**config.mk**
```make
export PLATFORM = sky130hd
export DESIGN_NAME = hazard_forward_unit_flat
export DESIGN_NICKNAME = d
export VERILOG_FILES = /design/src/rtl/hazard_forward_unit_if.sv /design/src/rtl/hazard_forward_unit.sv /design/src/flat_wrapper.sv
export SDC_FILE = /design/constraint.sdc
export NUM_CORES = 1
export LEC_CHECK = 0
export ABC_AREA = 1
export CORE_AREA = 3 3 57 59
export CTS_BUF_LIST = sky130_fd_sc_hd__clkbuf_4
export DETAILED_ROUTE_END_ITERATION = 10
export DIE_AREA = 0 0 60 62
export GPL_TIMING_DRIVEN = 1
export PLACE_DENSITY = 0.84
export SLEW_MARGIN = 20
export SYNTH_ARGS = -nofsm -noshare
export SYNTH_HDL_FRONTEND = slang
export SYNTH_SLANG_ARGS = --single-unit
```
**constraint.sdc**
```tcl
create_clock -name clk -period 3 [get_ports clk]
set_input_delay 0.9 -clock clk [delete_from_list [all_inputs] [get_ports clk]]
set_output_delay 0.9 -clock clk [all_outputs]
set_load 0.02 [all_outputs]
```
**src/rtl/hazard_forward_unit_if.sv**
```systemverilog
// Decode-side bundle for the hazard/forwarding unit: register numbers and write
// qualifiers from ID/EX/MEM/WB, plus the returned mux selects and stall controls.
interface hazard_forward_unit_if #(
  parameter int NUM_SRC = 2,
  parameter int REG_AW  = 5
);
  logic [NUM_SRC*REG_AW-1:0] src_num_ex;
  logic [NUM_SRC*REG_AW-1:0] src_num_id;
  logic [NUM_SRC-1:0]        src_used_id;
  logic [REG_AW-1:0]         dst_ex;
  logic                      wen_ex;
  logic                      load_ex;
  logic [REG_AW-1:0]         dst_mem;
  logic                      wen_mem;
  logic                      load_mem;
  logic [REG_AW-1:0]         dst_wb;
  logic                      wen_wb;
  logic                      mdu_issue_id;
  logic [REG_AW-1:0]         mdu_dst_id;
  logic [NUM_SRC*2-1:0]      fwd_sel;
  logic                      stall;
  logic                      bubble;
  logic                      mdu_busy;

  modport master (
    output src_num_ex, src_num_id, src_used_id, dst_ex, wen_ex, load_ex,
           dst_mem, wen_mem, load_mem, dst_wb, wen_wb, mdu_issue_id, mdu_dst_id,
    input  fwd_sel, stall, bubble, mdu_busy
  );

  modport slave (
    input  src_num_ex, src_num_id, src_used_id, dst_ex, wen_ex, load_ex,
           dst_mem, wen_mem, load_mem, dst_wb, wen_wb, mdu_issue_id, mdu_dst_id,
    output fwd_sel, stall, bubble, mdu_busy
  );
endinterface

```
**src/rtl/hazard_forward_unit.sv**
```systemverilog
// EX bypass select per source port, plus ID interlocks: load-use hold FSM and a
// one-entry scoreboard tracking the in-flight multi-cycle MDU result.
module hfu_src_lane #(
  parameter int REG_AW = 5
) (
  input  logic [REG_AW-1:0] src_ex_i,
  input  logic [REG_AW-1:0] src_id_i,
  input  logic              used_id_i,
  input  logic [REG_AW-1:0] dst_ex_i,
  input  logic [REG_AW-1:0] dst_mem_i,
  input  logic              wen_mem_i,
  input  logic              load_mem_i,
  input  logic [REG_AW-1:0] dst_wb_i,
  input  logic              wen_wb_i,
  input  logic [REG_AW-1:0] sb_reg_i,
  output logic [1:0]        sel_o,
  output logic              lu_match_o,
  output logic              sb_match_o
);
  // A load in MEM has no data yet, so only WB may supply it.
  always_comb begin
    sel_o = 2'b00;
    if (wen_mem_i && dst_mem_i != '0 && dst_mem_i == src_ex_i && !load_mem_i)
      sel_o = 2'b01;
    else if (wen_wb_i && dst_wb_i != '0 && dst_wb_i == src_ex_i)
      sel_o = 2'b10;
  end

  assign lu_match_o = used_id_i && (src_id_i == dst_ex_i);
  assign sb_match_o = used_id_i && (src_id_i == sb_reg_i);
endmodule

module hazard_forward_unit #(
  parameter int NUM_SRC  = 2,
  parameter int REG_AW   = 5,
  parameter int LOAD_LAT = 1,
  parameter int MDU_LAT  = 4
) (
  input  logic                  clk,
  input  logic                  rst,
  hazard_forward_unit_if.slave  bus
);
  localparam int LCW = $clog2(LOAD_LAT + 1);
  localparam int MCW = $clog2(MDU_LAT + 1);

  typedef enum logic [0:0] {IDLE, LOAD_HOLD} state_e;

  state_e              state_q, state_d;
  logic [LCW-1:0]      lcnt_q, lcnt_d;
  logic                sb_vld_q, sb_vld_d;
  logic [REG_AW-1:0]   sb_reg_q, sb_reg_d;
  logic [MCW-1:0]      mcnt_q, mcnt_d;

  logic [NUM_SRC-1:0][1:0] sel;
  logic [NUM_SRC-1:0]      lu_match, sb_match;
  logic                    lu_hit, sb_hit, ld_stall, stall;

  for (genvar i = 0; i < NUM_SRC; i++) begin : g_lane
    hfu_src_lane #(.REG_AW(REG_AW)) u_lane (
      .src_ex_i   (bus.src_num_ex[i*REG_AW +: REG_AW]),
      .src_id_i   (bus.src_num_id[i*REG_AW +: REG_AW]),
      .used_id_i  (bus.src_used_id[i]),
      .dst_ex_i   (bus.dst_ex),
      .dst_mem_i  (bus.dst_mem),
      .wen_mem_i  (bus.wen_mem),
      .load_mem_i (bus.load_mem),
      .dst_wb_i   (bus.dst_wb),
      .wen_wb_i   (bus.wen_wb),
      .sb_reg_i   (sb_reg_q),
      .sel_o      (sel[i]),
      .lu_match_o (lu_match[i]),
      .sb_match_o (sb_match[i])
    );
  end

  assign lu_hit = bus.load_ex && bus.wen_ex && (bus.dst_ex != '0) && (|lu_match);
  // A second MDU op must also wait: the scoreboard holds only one entry.
  assign sb_hit = sb_vld_q && ((|sb_match) || (bus.wen_ex && bus.dst_ex == sb_reg_q) ||
                               bus.mdu_issue_id);

  always_comb begin
    state_d  = state_q;
    lcnt_d   = lcnt_q;
    ld_stall = 1'b0;
    case (state_q)
      IDLE: begin
        if (lu_hit) begin
          ld_stall = 1'b1;
          if (LOAD_LAT > 1) begin
            state_d = LOAD_HOLD;
            lcnt_d  = LCW'(LOAD_LAT - 1);
          end
        end
      end
      LOAD_HOLD: begin
        ld_stall = 1'b1;
        lcnt_d   = lcnt_q - LCW'(1);
        if (lcnt_q == LCW'(1)) state_d = IDLE;
      end
      default: state_d = IDLE;
    endcase
  end

  assign stall = ld_stall || sb_hit;

  // The MDU counts down even while the pipe is stalled; it runs on its own.
  always_comb begin
    sb_vld_d = sb_vld_q;
    sb_reg_d = sb_reg_q;
    mcnt_d   = mcnt_q;
    if (sb_vld_q) begin
      mcnt_d = mcnt_q - MCW'(1);
      if (mcnt_q == MCW'(1)) sb_vld_d = 1'b0;
    end else if (bus.mdu_issue_id && !stall && bus.mdu_dst_id != '0) begin
      sb_vld_d = 1'b1;
      sb_reg_d = bus.mdu_dst_id;
      mcnt_d   = MCW'(MDU_LAT);
    end
  end

  always_ff @(posedge clk) begin
    if (rst) begin
      state_q  <= IDLE;
      lcnt_q   <= '0;
      sb_vld_q <= 1'b0;
      sb_reg_q <= '0;
      mcnt_q   <= '0;
    end else begin
      state_q  <= state_d;
      lcnt_q   <= lcnt_d;
      sb_vld_q <= sb_vld_d;
      sb_reg_q <= sb_reg_d;
      mcnt_q   <= mcnt_d;
    end
  end

  assign bus.fwd_sel  = sel;
  assign bus.stall    = stall;
  assign bus.bubble   = stall;
  assign bus.mdu_busy = sb_vld_q;
endmodule

```
**src/flat_wrapper.sv**
```systemverilog
// flat-port wrapper written by rule: the top's interface ports become plain ports
module hazard_forward_unit_flat 
#(
  parameter int NUM_SRC  = 2,
  parameter int REG_AW   = 5,
  parameter int LOAD_LAT = 1,
  parameter int MDU_LAT  = 4
)
  (clk, rst, bus_src_num_ex, bus_src_num_id, bus_src_used_id, bus_dst_ex, bus_wen_ex, bus_load_ex, bus_dst_mem, bus_wen_mem, bus_load_mem, bus_dst_wb, bus_wen_wb, bus_mdu_issue_id, bus_mdu_dst_id, bus_fwd_sel, bus_stall, bus_bubble, bus_mdu_busy);
  hazard_forward_unit_if #(.NUM_SRC(NUM_SRC), .REG_AW(REG_AW)) bus_i ();
  input  logic clk;
  input  logic rst;
  input wire logic [$bits(bus_i.src_num_ex)-1:0] bus_src_num_ex;
  input wire logic [$bits(bus_i.src_num_id)-1:0] bus_src_num_id;
  input wire logic [$bits(bus_i.src_used_id)-1:0] bus_src_used_id;
  input wire logic [$bits(bus_i.dst_ex)-1:0] bus_dst_ex;
  input wire logic [$bits(bus_i.wen_ex)-1:0] bus_wen_ex;
  input wire logic [$bits(bus_i.load_ex)-1:0] bus_load_ex;
  input wire logic [$bits(bus_i.dst_mem)-1:0] bus_dst_mem;
  input wire logic [$bits(bus_i.wen_mem)-1:0] bus_wen_mem;
  input wire logic [$bits(bus_i.load_mem)-1:0] bus_load_mem;
  input wire logic [$bits(bus_i.dst_wb)-1:0] bus_dst_wb;
  input wire logic [$bits(bus_i.wen_wb)-1:0] bus_wen_wb;
  input wire logic [$bits(bus_i.mdu_issue_id)-1:0] bus_mdu_issue_id;
  input wire logic [$bits(bus_i.mdu_dst_id)-1:0] bus_mdu_dst_id;
  output wire logic [$bits(bus_i.fwd_sel)-1:0] bus_fwd_sel;
  output wire logic [$bits(bus_i.stall)-1:0] bus_stall;
  output wire logic [$bits(bus_i.bubble)-1:0] bus_bubble;
  output wire logic [$bits(bus_i.mdu_busy)-1:0] bus_mdu_busy;
  assign bus_i.src_num_ex = bus_src_num_ex;
  assign bus_i.src_num_id = bus_src_num_id;
  assign bus_i.src_used_id = bus_src_used_id;
  assign bus_i.dst_ex = bus_dst_ex;
  assign bus_i.wen_ex = bus_wen_ex;
  assign bus_i.load_ex = bus_load_ex;
  assign bus_i.dst_mem = bus_dst_mem;
  assign bus_i.wen_mem = bus_wen_mem;
  assign bus_i.load_mem = bus_load_mem;
  assign bus_i.dst_wb = bus_dst_wb;
  assign bus_i.wen_wb = bus_wen_wb;
  assign bus_i.mdu_issue_id = bus_mdu_issue_id;
  assign bus_i.mdu_dst_id = bus_mdu_dst_id;
  assign bus_fwd_sel = bus_i.fwd_sel;
  assign bus_stall = bus_i.stall;
  assign bus_bubble = bus_i.bubble;
  assign bus_mdu_busy = bus_i.mdu_busy;
  hazard_forward_unit #(.NUM_SRC(NUM_SRC), .REG_AW(REG_AW), .LOAD_LAT(LOAD_LAT), .MDU_LAT(MDU_LAT)) u_core (.clk(clk), .rst(rst), .bus(bus_i));
endmodule
```
Word level (Yosys, flattened, before mapping)
Index checks and enable logic that the tools add are counted.
- register bits after elaboration: 11
- bits in latches: 0
- memory bits (writable): 0
- memory bits (read-only): 0
- memories kept: 0
- add/subtract/negate cells: 2
- multipliers: 0
- divide/modulo/power cells: 0
- magnitude comparators: 0
- equality and inequality tests: 10
- shift-type cells: 0
- muxes and demuxes: 12
- bitwise logic cells: 2
- reductions and logical operators: 33
- operators by type and width (cell ; count):
    $eq A5 B5 Y1 ; 9
    $reduce_bool A5 Y1 ; 4
    $logic_and A1 B1 Y1 ; 19
    $mux W2 ; 4
    $mux W3 ; 2
    $reduce_or A2 Y1 ; 3
    $mux W1 ; 5
    $eq A3 B1 Y1 const B ; 1
    $logic_or A1 B1 Y1 ; 3
    $sub A3 B1 Y3 const B ; 1
    $logic_not A1 Y1 ; 2
    $not A1 Y1 ; 2
    $pmux W1 S2 ; 1
    $reduce_and A2 Y1 ; 1
    $reduce_bool A2 Y1 ; 1
    $sub A1 B1 Y1 const B ; 1

Logic depth before layout (Yosys ltp)
Gate-level depths: netlist of the first run.
- word-level depth: 12
- gate-level depth with buffers: 11
- depth with buffers taken out: 11

Cells and area by module
Synthesis of the first run repeated with hierarchy kept, for this count alone.
- cells, all modules: 273
- area total of the unflattened synthesis: 1438.9 µm²
- by module, submodules not included (module ; times used ; cells an instance ; area each (µm²)):
    hfu_src_lane ; 2 ; 85 ; 376.6
    hazard_forward_unit ; 1 ; 103 ; 685.7

Least setup slack after synthesis of the first run
Ideal clock, no wire load.
- path kind: input-to-output
- from: in bus_dst_mem[0]
- to: out bus_fwd_sel[3]
- arrival: 2.223 ns
- required time: 2.100 ns
- slack: -0.123 ns
- stages: 5
- path buffers: 0
- cells stage by stage: inv_1 -> or2_2 -> o211ai_1 -> nor4_1 -> nor3_1
- longest elaborated chain between the ends: 5
- elaborated cells on any way between the ends: 6
- those cells by class: eq/ne: 1; mux: 1; reduce/logical: 4
- ends and longest elaborated chain (element ; RTL line ; RTL):
    start, declared ; flat_wrapper.sv:19 ; input wire logic [$bits(bus_i.dst_mem)-1:0] bus_dst_mem;
    $reduce_bool A5 Y1 ; hazard_forward_unit.sv:23 ; if (wen_mem_i && dst_mem_i != '0 && dst_mem_i == src_ex_i && !load_mem_i)
    $logic_and A1 B1 Y1 ; hazard_forward_unit.sv:23 ;
    $logic_and A1 B1 Y1 * (2 in series) ; hazard_forward_unit.sv:23 ;
    $mux W2 * ; hazard_forward_unit.sv:23 ;
    end, declared ; flat_wrapper.sv:26 ; output wire logic [$bits(bus_i.fwd_sel)-1:0] bus_fwd_sel;
Every way passes the cells marked *; elsewhere a longest branch is shown, timed or not.

Worst setup path in the final report of the first run
- from: in bus_src_used_id[1]
- to: out bus_bubble
- longest elaborated chain between the ends: 6
- elaborated cells on any way between the ends: 11
- those cells by class: mux: 2; reduce/logical: 9
- ends and longest elaborated chain (element ; RTL line ; RTL):
    start, declared ; flat_wrapper.sv:15 ; input wire logic [$bits(bus_i.src_used_id)-1:0] bus_src_used_id;
    $logic_and A1 B1 Y1 (on tied branches) ; hazard_forward_unit.sv:29, hazard_forward_unit.sv:30 ;
    $reduce_or A2 Y1 (on tied branches) ; hazard_forward_unit.sv:76, hazard_forward_unit.sv:78 ;
    $logic_and A1 B1 Y1 or $logic_or A1 B1 Y1 (tied branches) ; hazard_forward_unit.sv:76, hazard_forward_unit.sv:78 ;
    $mux W1 or $logic_or A1 B1 Y1 (tied branches) ; hazard_forward_unit.sv:87, hazard_forward_unit.sv:78 ;
    $pmux W1 S2 or $logic_and A1 B1 Y1 (tied branches) ; hazard_forward_unit.sv:85, hazard_forward_unit.sv:78 ;
    $logic_or A1 B1 Y1 * ; hazard_forward_unit.sv:104 ; assign stall = ld_stall || sb_hit;
    end, declared ; flat_wrapper.sv:28 ; output wire logic [$bits(bus_i.bubble)-1:0] bus_bubble;
Marked as above.

==> results.json, run 1 <==
{
  "wl_per_cell_um": 12.3,
  "worst_pin_slew_ns": 0.381,
  "crit_buf_inv": 2,
  "worstPathArrival_ns": 2.07,
  "path_max_fanout": 2,
  "grt_pass1_wl_mm": 6.20,
  "swShare_pct": 35.6,
  "crit_type": "input pin to output pin",
  "core_sq_um": 2760,
  "vias_per_cell": 5.01,
  "clockBufferDepth": 2,
  "start_kind": "input pin",
  "ys_types": 24,
  "p_total_w": 0.000521,
  "gr-total-overflow": 0,
  "gpl.final_weighted_congestion": 0.877,
  "finalCritPeriodShare_pct": 99.1,
  "cts_tree": "yes",
  "crit_family": "buffers and inverters",
  "required_ns": 2.10,
  "syn_area_per_cell_sq_um": 5.47,
  "wirelength_mm": 4.20,
  "synth_nets": 280,
  "netlist_area_sq_um": 1250,
  "diodes": 0,
  "fin_skew_ns": 0.0102,
  "path_cells": "clkdlybuf4s50_1 -> nand2_1 -> nor2_1 -> nand3_1 -> nand2_2 -> o21ai_4 -> nand2_2 -> buf_6",
  "setup_viol": 0,
  "port_buffers": 56,
  "synthToLayoutAreaGrowth_pct": 70.7,
  "io_pins": 57,
  "cp-end-kind": "output pin",
  "clock-sinks": 11,
  "htree_levels": 1,
  "p_switching_w": 0.000186,
  "grt_pass1_vias": 1435,
  "fmax_ghz": 0.336,
  "layout-drive-gt1-share_pct": 22.8,
  "place_ws_ns": -0.691,
  "die_h_um": 62,
  "hold_viol_final": 0,
  "power.density_nw_per_um2": 245,
  "slowest_delay_ns": 0.49,
  "synth_edf_count": 0,
  "grt_max_degree": 11,
  "die_x_um": 60,
  "p_comb_share_pct": 49.0,
  "synth_seq_cells": 11,
  "reg2regPathDepth": 10,
  "antenna_found_initial": 0,
  "cpMaxStageDelayCell": "clkdlybuf4s50_1",
  "finalCriticalPeriod_ns": 2.97,
  "seq_power_share_pct": 32.5,
  "instances_no_fill": 342,
  "detail-route-antenna-nets": 0,
  "postSynthCellCount": 228,
  "yosysSeqAreaShare_pct": 17.7,
  "whs_path_depth": 2,
  "grt_use_total_pct": 21.8,
  "slew_headroom_pct": 74.5,
  "nNetsFinal": 364,
  "cts_buffers": 3,
  "maxSlewViolCount": 0,
  "dp_hpwl_mm": 3.19,
  "row_count": 19,
  "dr.pass1.iters": 4,
  "synth_top_area_share_pct": 28.0,
  "finalSetupTns_ns": 0,
  "synthTopCellsByArea": "nand2_1 28%, dfxtp_1 18%, xnor2_1 9.8%",
  "pwr-share-clk_pct": 18.6,
  "cp.depth": 8,
  "maxCapViolCount": 0,
  "drt_iter0_drc": 102,
  "path_clk_slew_ns": 0.06,
  "run_status": "finished clean",
  "p_int_w": 0.000336,
  "hold_buffers": 0,
  "vdd_drop_max_mv": 0.362,
  "clock_latency_ns": 0.27,
  "placed_area_sq_um": 2000,
  "hold_class": "register to register",
  "die-area_sq_um": 3720,
  "synth_warnings": 0,
  "cts-root-buf": "clkbuf_4",
  "dp_cells": 334,
  "async_flop_share_pct": 0,
  "fin_ws_ns": 0.0265,
  "design_area_sq_um": 2130,
  "yosysMostFrequentCell": "nand2_1",
  "p_leak_nw": 1.17,
  "drc_errors": 0,
  "via_count": 1712,
  "crit_top_cell": "nand2_2",
  "yosys_most_used_dff": "dfxtp_1",
  "synth_top_area_cell": "nand2_1",
  "synthTopCellsByCount": "93 x nand2_1, 32 x inv_1, 25 x nor2_1",
  "initial_core_util_pct": 45.2
}
metal layers:
| metal | GRT usage (%) | wire length, um |
|---|---|---|
| met1 | 27.5 | 1690 |
| met2 | 39.7 | 2110 |
| met3 | 2.07 | 338 |
| met4 | 6.01 | 59 |
| met5 | 0 | 0 |
final timing paths:
check | end | slack (ns) | from
setup reg to reg | u_core.sb_reg_q[0] | 1.44 | u_core.sb_reg_q[3]
hold / removal | u_core.lcnt_q | 0.49 | u_core.lcnt_q
setup / recovery | bus_bubble | 0.03 | bus_src_used_id[1]
hold reg to reg | u_core.lcnt_q | 0.49 | u_core.lcnt_q
power by group through the flow:
stage          registers, W  logic (W)  clock network (W)
2_1_floorplan      0.000170   0.000116                  0
3_3_place_gp       0.000171   0.000238                  0
3_5_place_dp       0.000172   0.000242                  0
4_1_cts            0.000168   0.000247          0.0000995
5_1_grt            0.000171   0.000280           0.000109
6_report           0.000169   0.000255          0.0000967
sequential cells by signal, summed over array words and instances (netlist names):
signal / flops
u_core.mcnt_q: 3
u_core.sb_reg_q: 5
u_core.lcnt_q: 1
u_core.bus.mdu_busy: 1
u_core.state_q: 1
timing repair:
action                     CTS  global route
resized for setup           86            24
pin swaps                   16            14
setup buffers                5             0
setup endpoints to repair    6             6
hold endpoints to repair     0             0
worst register-to-register path: cells and delay by family (launching register included):
family | cells | cell delay, ns
compound gates | 3 | 0.45
buf+inv | 2 | 0.20
flops | 1 | 0.36
simple gates | 5 | 0.48
kinds of logic after synthesis:
| logic type | count (synthesis) | synth area share [%] |
|---|---|---|
| xor+xnor | 17 | 11.9 |
| flops | 11 | 17.7 |
| simple gates | 144 | 47.9 |
| buf+inv | 36 | 11.5 |
| fa+ha+maj | 2 | 2.01 |
| compound gates | 18 | 8.93 |
layout make-up:
type / count / area (sq um)
clock buffers: 3 / 22.5
clock inverters: 1 / 5.00
fillers: 224 / 628
inverters: 34 / 133
multi-input cells: 181 / 992
flip-flops and latches: 11 / 220
well taps: 31 / 38.8
repair buffers: 81 / 718
stage by stage:
step | hold WS, ns | util [%]
4_1_cts | 0.497 | 75.5
3_3_place_gp | 0.446 | 72.5
6_report | 0.490 | 77.2
3_5_place_dp | 0.480 | 72.5
5_1_grt | 0.517 | 77.2
2_1_floorplan | 0.439 | -
placed cells by master, fill, tap and decap left out, types with 3 or more instances in the layout:
cell,n
a21oi_1,8
buf_2,3
buf_4,26
buf_6,4
clkbuf_2,3
clkbuf_4,3
clkdlybuf4s50_1,14
dfxtp_1,11
dlygate4sd2_1,20
dlymetal6s2s_1,9
inv_1,25
inv_2,8
nand2_1,90
nand2_2,3
nand3_1,10
nand4_1,4
nor2_1,24
or2_2,3
xnor2_1,12
xor2_1,3
Note: power is estimated with default switching activity, not from simulation.
==> run 2: changes to the inputs <==
- CORE_AREA: 3 3 57 59 -> 3 3 75 77
- DIE_AREA: 0 0 60 62 -> 0 0 78 80
- PLACE_DENSITY: 0.84 -> not set
==> run 2 against run 1 <==
Net effect: via count is 5.3% lower; wire length is 0.38% lower; register-to-register slack worse by 0.05 ns; sequential power hardly changed; worst setup slack better by 0.046 ns; count of clock-buffer cells in the layout is 1 higher; clock skew is 0.0070 ns lower; sequential cell count stayed put; critical path depth is 2 lower; cell count is 11% higher; sequential share of layout area is 0.10 points lower; critical endpoint is now bus_fwd_sel[1]; largest cell class unchanged.
==> results.json, run 2 (synthesis gave the netlist of run 1 again) <==
{
  "run_status": "finished clean",
  "reg.largest.list": "u_core.sb_reg_q x5, u_core.mcnt_q x3",
  "cts-root-buf": "clkbuf_4",
  "grt_pass1_vias": 1575,
  "wirelength_mm": 4.19,
  "worstHoldEndpoint": "u_core.lcnt_q",
  "required_ns": 2.10,
  "vdd_drop_max_mv": 0.222,
  "fmax_ghz": 0.342,
  "p_switching_w": 0.000182,
  "reg2regPathDepth": 12,
  "seq_power_share_pct": 32.0,
  "vias_per_cell": 4.25,
  "dp_hpwl_mm": 3.38,
  "grt_max_degree": 11,
  "p_total_w": 0.000526,
  "fin_util_pct": 42.4,
  "diodes": 0,
  "final_cell_mix": "90 x nand2_1, 26 x inv_1, 26 x buf_4, 24 x nor2_1, 21 x dlygate4sd2_1",
  "setup_viol": 0,
  "io_pins": 57,
  "gpl.final_weighted_congestion": 0.877,
  "hold_viol_final": 0,
  "cts_buffers": 3,
  "worst_r2r_endpoint": "u_core.sb_reg_q[4]",
  "cp-end-kind": "output pin",
  "die_x_um": 78,
  "p_leak_nw": 1.16,
  "p_comb_share_pct": 47.3,
  "dr.pass1.iters": 4,
  "grt_pass1_wl_mm": 6.96,
  "place_ws_ns": -0.704,
  "htree_levels": 1,
  "nNetsFinal": 364,
  "row_count": 26,
  "holdWs_ns": 0.468,
  "maxCapViolCount": 0,
  "via_count": 1621,
  "clock-sinks": 11,
  "start_kind": "input pin",
  "antenna_found_initial": 0,
  "largest_register_ff_count": 5,
  "path_max_fanout": 3,
  "swShare_pct": 34.5,
  "maxSlewViolCount": 0,
  "whs_path_depth": 2,
  "fin_ws_ns": 0.0727,
  "core_sq_um": 5070,
  "pwr-share-clk_pct": 20.7,
  "wl_per_cell_um": 11.0,
  "finalSetupTns_ns": 0,
  "grt_use_total_pct": 13.8,
  "power.density_nw_per_um2": 245,
  "fin_skew_ns": 0.00320,
  "finalCritPeriodShare_pct": 97.6,
  "hold_start": "u_core.lcnt_q",
  "worst_pin_slew_ns": 0.383,
  "rsz0062_at_grt": "false",
  "initial_core_util_pct": 24.6,
  "worstPathArrival_ns": 2.03,
  "final_common_cell": "nand2_1",
  "die_h_um": 80,
  "hold_buffers": 0,
  "detail-route-antenna-nets": 0,
  "cts_tree": "yes",
  "clockBufferDepth": 2,
  "drt_iter0_drc": 76,
  "clock_latency_ns": 0.27,
  "gr-total-overflow": 0,
  "synthToLayoutAreaGrowth_pct": 72.4,
  "crit_type": "input pin to output pin",
  "slew_headroom_pct": 74.4,
  "r2r_setup_slack_ns": 1.39,
  "p_int_w": 0.000345,
  "hold_class": "register to register",
  "top_register": "u_core.sb_reg_q",
  "finalCriticalPeriod_ns": 2.93,
  "reg2reg_from": "u_core.sb_reg_q[1]",
  "die-area_sq_um": 6240,
  "path_clk_slew_ns": 0.07,
  "drc_errors": 0,
  "layout-drive-gt1-share_pct": 22.8,
  "port_buffers": 56
}
==> run 2: how the worst max path moves through the flow <==
stage	from	endpoint	slack, ns	cells after the start
final	bus_src_num_ex[0]	bus_fwd_sel[1]	0.07	6
after detailed placement	bus_dst_wb[0]	bus_fwd_sel[1]	-0.70	7
after global placement	bus_dst_wb[0]	bus_fwd_sel[1]	-0.63	7
after CTS	bus_dst_mem[2]	bus_fwd_sel[3]	0.01	5
after global routing	bus_src_num_ex[5]	bus_fwd_sel[3]	0.001	6
after floorplan	bus_dst_mem[0]	bus_fwd_sel[3]	0.07	5
==> run 2: worst max-delay path, cell delays in order <==
cell and delay [ns]:
clkdlybuf4s50_1 0.43, or2_2 0.30, nand3_1 0.08, nor3_2 0.05, nor2_1 0.11, buf_4 0.15
==> run 2: timing repair <==
item	4_1_cts	5_1_grt
buffers inserted	3	1
endpoints found under the setup margin	6	6
resized for setup	86	29
gates cloned	0	0
pin swaps	17	15
==> run 2: layout make-up <==
type / instances / area [sq um]
fill: 563 / 2920
sequential: 11 / 220
multi-input combinational: 181 / 970
inverter: 34 / 138
tap: 70 / 87.6
timing repair buffer: 81 / 706
clock buffer: 4 / 30.0
==> run 2: metrics by stage <==
step,cell area (sq um),instances
after floorplan,1250,228
after global placement,2060,374
after detailed placement,2060,374
after CTS,2110,380
after global routing,2150,381
final,2150,381
==> run 2: power groups by stage <==
stage	combinational (W)	clock [W]	sequential (W)
3_3_place_gp	0.000245	0	0.000172
2_1_floorplan	0.000116	0	0.000170
3_5_place_dp	0.000246	0	0.000172
4_1_cts	0.000247	0.000113	0.000168
5_1_grt	0.000279	0.000116	0.000171
6_report	0.000249	0.000109	0.000169
==> run 2: per-layer routing <==
metal,track usage [%],vias to the layer above,part of all wire (%)
li1,-,874,-
met1,17.6,707,47
met2,24.8,32,47
met3,1.24,8,3.7
met4,3.32,0,1.8
met5,0,-,0
